File: config.mk
export PLATFORM = sky130hd
export DESIGN_NAME = i2s_tx_serializer
export DESIGN_NICKNAME = d
export VERILOG_FILES = /design/src/rtl/i2s_pkg.sv /design/src/rtl/i2s_tx_shifter.sv /design/src/rtl/i2s_tx_serializer.sv
export SDC_FILE = /design/constraint.sdc
export NUM_CORES = 1
export LEC_CHECK = 0
export ABC_AREA = 0
export CORE_MARGIN = 2
export CORE_UTILIZATION = 56
export DETAILED_ROUTE_END_ITERATION = 8
export GPL_TIMING_DRIVEN = 0
export PLACE_DENSITY = 0.83
export SLEW_MARGIN = 30
export SYNTH_ARGS = -nofsm -noshare
export SYNTH_HDL_FRONTEND = slang
export SYNTH_HIERARCHICAL = 1
export SYNTH_SLANG_ARGS = --single-unit
File: constraint.sdc
create_clock -name clk -period 4.4 [get_ports clk]
set_input_delay 1.1 -clock clk [delete_from_list [all_inputs] [get_ports clk]]
set_output_delay 1.1 -clock clk [all_outputs]
set_load 0.01 [all_outputs]
File: src/rtl/i2s_pkg.sv
// ---------------------------------------------------------------------------
// i2s_pkg
// Shared constants and types for the I2S transmit serializer.
//   DATA_W_DEFAULT : default bits per channel sample
//   SLOT_W_DEFAULT : default width of the per-half-frame slot counter
//   state_e        : frame tracking state {IDLE, LEFT, RIGHT}
//   DELAY_SLOTS    : slots between the LRCLK edge and the MSB
// Build option: I2S_LEFT_JUSTIFIED_EN selects left-justified framing
// (MSB in slot 0); when undefined, standard I2S one-bit delay is used.
// ---------------------------------------------------------------------------
package i2s_pkg;

    localparam int DATA_W_DEFAULT = 16;
    localparam int SLOT_W_DEFAULT = 8;

    typedef enum logic [1:0] {
        IDLE  = 2'd0,
        LEFT  = 2'd1,
        RIGHT = 2'd2
    } state_e;

`ifdef I2S_LEFT_JUSTIFIED_EN
    localparam int DELAY_SLOTS = 0;
`else
    localparam int DELAY_SLOTS = 1;
`endif

endpackage

File: src/rtl/i2s_tx_shifter.sv
// ---------------------------------------------------------------------------
// i2s_tx_shifter
// Parallel-load, MSB-first shift register with a saturating slot counter,
// zero padding after the last data bit and a registered serial output.
//   clk, rst_n : clock, asynchronous active-low reset
//   load_i     : LRCLK edge this cycle; load word_i and restart the slot count
//   word_i     : word to serialize from this edge
//   run_i      : a frame is in progress (not IDLE); advance slots
//   sdata_o    : registered serial data
// Slot timing follows DELAY_SLOTS from i2s_pkg (I2S_LEFT_JUSTIFIED_EN).
// ---------------------------------------------------------------------------
module i2s_tx_shifter
    import i2s_pkg::*;
#(
    parameter int DATA_W = DATA_W_DEFAULT,
    parameter int SLOT_W = SLOT_W_DEFAULT
) (
    input  logic              clk,
    input  logic              rst_n,
    input  logic              load_i,
    input  logic [DATA_W-1:0] word_i,
    input  logic              run_i,
    output logic              sdata_o
);

    localparam logic [SLOT_W-1:0] SLOT_MAX  = '1;
    localparam logic [SLOT_W-1:0] LAST_SLOT = SLOT_W'(DELAY_SLOTS + DATA_W - 1);

    logic [DATA_W-1:0] shift_q, shift_d;
    logic [SLOT_W-1:0] slot_q, slot_d;
    logic [SLOT_W-1:0] slot_next;
    logic              sdata_q, sdata_d;

    // Saturate so a stalled LRCLK can never wrap back into the data window.
    assign slot_next = (slot_q == SLOT_MAX) ? slot_q : slot_q + 1'b1;

    // NOTE: every always_comb output gets a default first so no path can
    // leave it unassigned and infer a latch.
    always_comb begin
        shift_d = shift_q;
        slot_d  = slot_q;
        sdata_d = 1'b0;
        if (load_i) begin
            slot_d = '0;
            if (DELAY_SLOTS == 0) begin
                // Left-justified: MSB goes out in slot 0, directly at the load.
                sdata_d = word_i[DATA_W-1];
                shift_d = word_i << 1;
            end else begin
                shift_d = word_i;
            end
        end else if (run_i) begin
            slot_d = slot_next;
            // slot_next is always >= 1 >= DELAY_SLOTS, so only the upper
            // bound of the data window needs testing; truncation is implicit
            // because a load simply overwrites the remaining bits.
            if (slot_next <= LAST_SLOT) begin
                sdata_d = shift_q[DATA_W-1];
                shift_d = shift_q << 1;
            end
        end
    end

    // NOTE: sequential state uses non-blocking assignments so every register
    // samples the pre-edge values, independent of statement order.
    always_ff @(posedge clk or negedge rst_n) begin
        if (!rst_n) begin
            shift_q <= '0;
            slot_q  <= '0;
            sdata_q <= 1'b0;
        end else begin
            shift_q <= shift_d;
            slot_q  <= slot_d;
            sdata_q <= sdata_d;
        end
    end

    assign sdata_o = sdata_q;

endmodule

File: src/rtl/i2s_tx_serializer.sv
// ---------------------------------------------------------------------------
// i2s_tx_serializer
// I2S transmit serializer: takes stereo pairs over valid/ready and shifts
// them MSB-first onto sdata, framed by the divider's LRCLK (low = left).
//   clk          : system clock, forwarded to the codec as BCLK
//   rst_n        : asynchronous active-low reset
//   lrclk        : word select, synchronous to clk
//   pair_valid   : upstream offers pair_l/pair_r
//   pair_l/r     : left/right samples, two's complement
//   pair_ready   : holding register empty
//   sdata        : serial data to codec
//   underrun     : sticky, a frame started with no pair held
//   underrun_clr : clears underrun (a simultaneous set wins)
// Build option: I2S_LEFT_JUSTIFIED_EN (see i2s_pkg) removes the delay slot.
// ---------------------------------------------------------------------------
module i2s_tx_serializer
    import i2s_pkg::*;
#(
    parameter int DATA_W = DATA_W_DEFAULT,
    parameter int SLOT_W = SLOT_W_DEFAULT
) (
    input  logic              clk,
    input  logic              rst_n,
    input  logic              lrclk,
    input  logic              pair_valid,
    input  logic [DATA_W-1:0] pair_l,
    input  logic [DATA_W-1:0] pair_r,
    output logic              pair_ready,
    output logic              sdata,
    output logic              underrun,
    input  logic              underrun_clr
);

    state_e            state_q;
    logic              lrclk_q;
    logic              full_q, full_d;
    logic [DATA_W-1:0] hold_l_q, hold_l_d;
    logic [DATA_W-1:0] hold_r_q, hold_r_d;
    logic [DATA_W-1:0] right_q, right_d;
    logic              underrun_q, underrun_d;
    logic              ready_q, ready_d;

    logic              fall, rise;
    logic              load;
    logic [DATA_W-1:0] load_word;

    assign fall = lrclk_q & ~lrclk;
    assign rise = ~lrclk_q & lrclk;

    always_comb begin
        load       = 1'b0;
        load_word  = '0;
        full_d     = full_q;
        hold_l_d   = hold_l_q;
        hold_r_d   = hold_r_q;
        right_d    = right_q;
        underrun_d = underrun_q;

        if (underrun_clr) underrun_d = 1'b0;

        if (fall) begin
            load = 1'b1;
            if (full_q) begin
                load_word = hold_l_q;
                right_d   = hold_r_q;
                full_d    = 1'b0;
            end else begin
                right_d    = '0;
                underrun_d = 1'b1;  // written after the clear, so set wins
            end
        end else if (rise && state_q != IDLE) begin
            // Rising edges in IDLE are ignored so output never starts mid-frame.
            load      = 1'b1;
            load_word = right_q;
        end

        // Applied after the free above so a same-cycle transfer refills holding.
        if (pair_valid && ready_q) begin
            hold_l_d = pair_l;
            hold_r_d = pair_r;
            full_d   = 1'b1;
        end
    end

    assign ready_d = ~full_d;

    always_ff @(posedge clk or negedge rst_n) begin
        if (!rst_n) begin
            state_q    <= IDLE;
            lrclk_q    <= 1'b0;
            full_q     <= 1'b0;
            hold_l_q   <= '0;
            hold_r_q   <= '0;
            right_q    <= '0;
            underrun_q <= 1'b0;
            ready_q    <= 1'b1;
        end else begin
            lrclk_q    <= lrclk;
            full_q     <= full_d;
            hold_l_q   <= hold_l_d;
            hold_r_q   <= hold_r_d;
            right_q    <= right_d;
            underrun_q <= underrun_d;
            ready_q    <= ready_d;
            case (state_q)
                IDLE:    if (fall) state_q <= LEFT;
                LEFT:    if (rise) state_q <= RIGHT;
                RIGHT:   if (fall) state_q <= LEFT;
                default: state_q <= IDLE;
            endcase
        end
    end

    i2s_tx_shifter #(
        .DATA_W (DATA_W),
        .SLOT_W (SLOT_W)
    ) u_shifter (
        .clk     (clk),
        .rst_n   (rst_n),
        .load_i  (load),
        .word_i  (load_word),
        .run_i   (state_q != IDLE),
        .sdata_o (sdata)
    );

    assign pair_ready = ready_q;
    assign underrun   = underrun_q;

endmodule
==> flow_summary_export.csv <==
group,metric,value,unit
clock_tree,ctsHoldBuffers,0,
yosys,syn_area,3910,µm²
sta,hold_viol_final,0,
yosys,synth_area_leaders,"dfrtp_1 (50%), mux2_2 (9.2%), mux2i_1 (4.1%)",
clock_tree,cts_buffers,9,
worst_hold_path,worstHoldPathCells,1,
floorplan,core-area,6760,µm²
yosys,synth_cell_type_count,55,
sta,period_share,68.1,%
cells_and_area,drive_gt1_share,22.0,%
drt,drt_iter0_drc,107,
setup_path,cp_max_fo,11,
cells_and_area,nets,433,
cells_and_area,syn_to_final_growth,18.6,%
sta,rsz0062_at_grt,"false",
yosys,seq_area_frac_synth,50.6,%
yosys,async_flop_share,100,%
setup_path,criticalPathCategory,"input pin to flip-flop",
sta,tightest_slew,646,ps
sta,finalSetupViolCount,0,
clock_tree,clk_latency,360,ps
clock_tree,post_cts_buffers,0,
yosys,ys_ff_latch,79,
place,gp_congestion,0.817,
drt,via_per_inst,5.73,
setup_path,cp.arrival,3240,ps
yosys,synth_ff_type,"dfrtp_1",
place,io_buffers,39,
grt,grt_pass1_wl,13700,µm
sta,fin_crit,3000,ps
yosys,syn_nets,382,
drt,drc,0,
clock_tree,numClockSinks,79,
yosys,synth-edff-count,0,
clock_tree,clockBufferDepth,2,
floorplan,die_area,7660,µm²
sta,skew,13.5,ps
sta,whs,512,ps
drt,postRouteAntennaNets,0,
yosys,syn_avg_cell_area,11.4,µm²
cells_and_area,fillers,513,
clock_tree,clk_pin_slew_worst_paths,90,ps
floorplan,rows,30,
yosys,yosys_warnings,6,
power,vdd_drop_max,295,µV
grt,grt.total_usage,23.7,%
setup_path,crit_path_end_kind,"flip-flop",
grt,first_global_vias,2871,
yosys,synthCells,344,
place,preCtsSetupSlack,1080,ps
clock_tree,cts_resized,0,
place,place_inst,464,
drt,wl_per_cell,17.1,µm
clock_tree,cts-root-buf,"clkbuf_8",
yosys,synth_top_cell_by_area,"dfrtp_1",
setup_path,critPathRequiredTime,4640,ps
power,powerDensity,530,nW/µm²
yosys,synth_top_cell_area_share,50.0,%
clock_tree,htreeDepth,3,
floorplan,start_util,57.8,%
sta,report.final.slew_viol_count,0,
place,dp_hpwl,5590,µm
power,p_leak,2.01,nW
cells_and_area,fin_cells,480,
floorplan,io_pins,40,
grt,grt_antenna_before_repair,0,
floorplan,die_x,87.5,µm
sta,setup_ws,1400,ps
grt,grt_max_degree,51,
cells_and_area,antenna_cells,0,
setup_path,startpoint_type,"input pin",
sta,slew_headroom,56.9,%
grt,overflow,0,
sta,max_freq,334,MHz
outcome,status,"complete, no violations",
drt,drt_first_pass_iters,4,
cells_and_area,utilization,68.6,%
clock_tree,cts_tree,"done",
floorplan,die_y,87.5,µm
sta,finalSetupTns,0,ps
setup_path,r2r_cells,9,
run,drv_cap,0,
drt,wirelength,8200,µm
worst_hold_path,hold_path.class,"flip-flop to flip-flop",
drt,vias,2751,
cell usage after synthesis (7+ instances only):
cell type and number:
dfrtp_1 78, inv_1 38, mux2_2 32, nand2_1 20, a21oi_1 17, a31oi_1 16, mux2i_1 16, nor2b_1 16
o21ai_0 10, o21ai_1 10, buf_2 9, buf_6 7, o32ai_1 7, o32ai_2 7
sequential cells by signal (all words and copies together) (netlist names), 2 cells and up:
| name | count |
|---|---|
| hold_l_q | 16 |
| hold_r_q | 16 |
| right_q | 16 |
| u_shifter/shift_q | 16 |
| u_shifter/slot_q | 8 |
| state_q | 2 |
report_power, final:
part	switching, mW	internal [mW]
clock network	0.280	0.324
logic	0.389	0.357
registers	0.136	0.969
final timing paths:
check / start / to / slack [ps]
worst min-delay path: hold_l_q[12]$_DFFE_PN0P_ / hold_l_q[12]$_DFFE_PN0P_ / 510
min in group asynchronous: rst_n / u_shifter/slot_q[1]$_DFFE_PN0P_ / 770
max in group asynchronous: rst_n / pair_ready$_DFF_PN1_ / 2990
worst min register to register: hold_l_q[12]$_DFFE_PN0P_ / hold_l_q[12]$_DFFE_PN0P_ / 510
worst max-delay path: lrclk / u_shifter/shift_q[15]$_DFFE_PN0P_ / 1400
worst max register to register: state_q[1]$_DFFE_PN0P_ / u_shifter/shift_q[11]$_DFFE_PN0P_ / 1800
area by class of cell:
cell class | count | area [µm²] | share of cell area, %
inverter | 38 | 143 | 3.08
timing repair buffer | 40 | 408 | 8.80
clock buffer | 10 | 128 | 2.75
tap | 80 | 100 | 2.16
buffer | 21 | 174 | 3.75
clock inverter | 6 | 92.6 | 2.00
sequential | 79 | 1980 | 42.7
multi-input combinational | 206 | 1610 | 34.8
worst max-delay path, cell delays in order:
cell,delay (ps)
clkdlybuf4s50_1,690
nand2b_1,110
buf_6,160
buf_12,150
o21ai_0,390
clkbuf_1,310
nor2b_1,270
a21oi_2,40
cell families after synthesis:
| logic type | Yosys count | share of synthesized area (%) |
|---|---|---|
| compound gates | 85 | 16.7 |
| flops | 79 | 50.6 |
| simple gates | 69 | 10.3 |
| buf+inv | 59 | 8.10 |
| mux | 48 | 13.3 |
| xor+xnor | 3 | 0.673 |
| fa+ha+maj | 1 | 0.320 |
placed cells by master, fill, tap and decap left out, drive strengths merged, types with 4 or more instances in the layout:
| cell type | n |
|---|---|
| o32ai | 14 |
| mux2 | 32 |
| clkdlybuf4s50 | 38 |
| and3 | 4 |
| nor2b | 16 |
| a21oi | 18 |
| mux2i | 16 |
| o21ai | 21 |
| nand3b | 4 |
| clkbuf | 12 |
| nor2 | 6 |
| dfrtp | 78 |
| a31oi | 16 |
| nand2 | 20 |
| buf | 21 |
| inv | 40 |
routing by layer:
metal	GRT usage, %	share of wire (%)
met5	0	0
met4	9.93	1.8
met3	5.31	3.3
met2	38.8	52
met1	30.6	43
stage by stage:
step	power, mW	instance area [µm²]
after floorplan	1.63	3910
after global placement	1.80	4400
after detailed placement	1.85	4410
after CTS	2.47	4630
final	2.45	4630
after global routing	2.60	4630
Note: power is estimated with default switching activity, not from simulation.
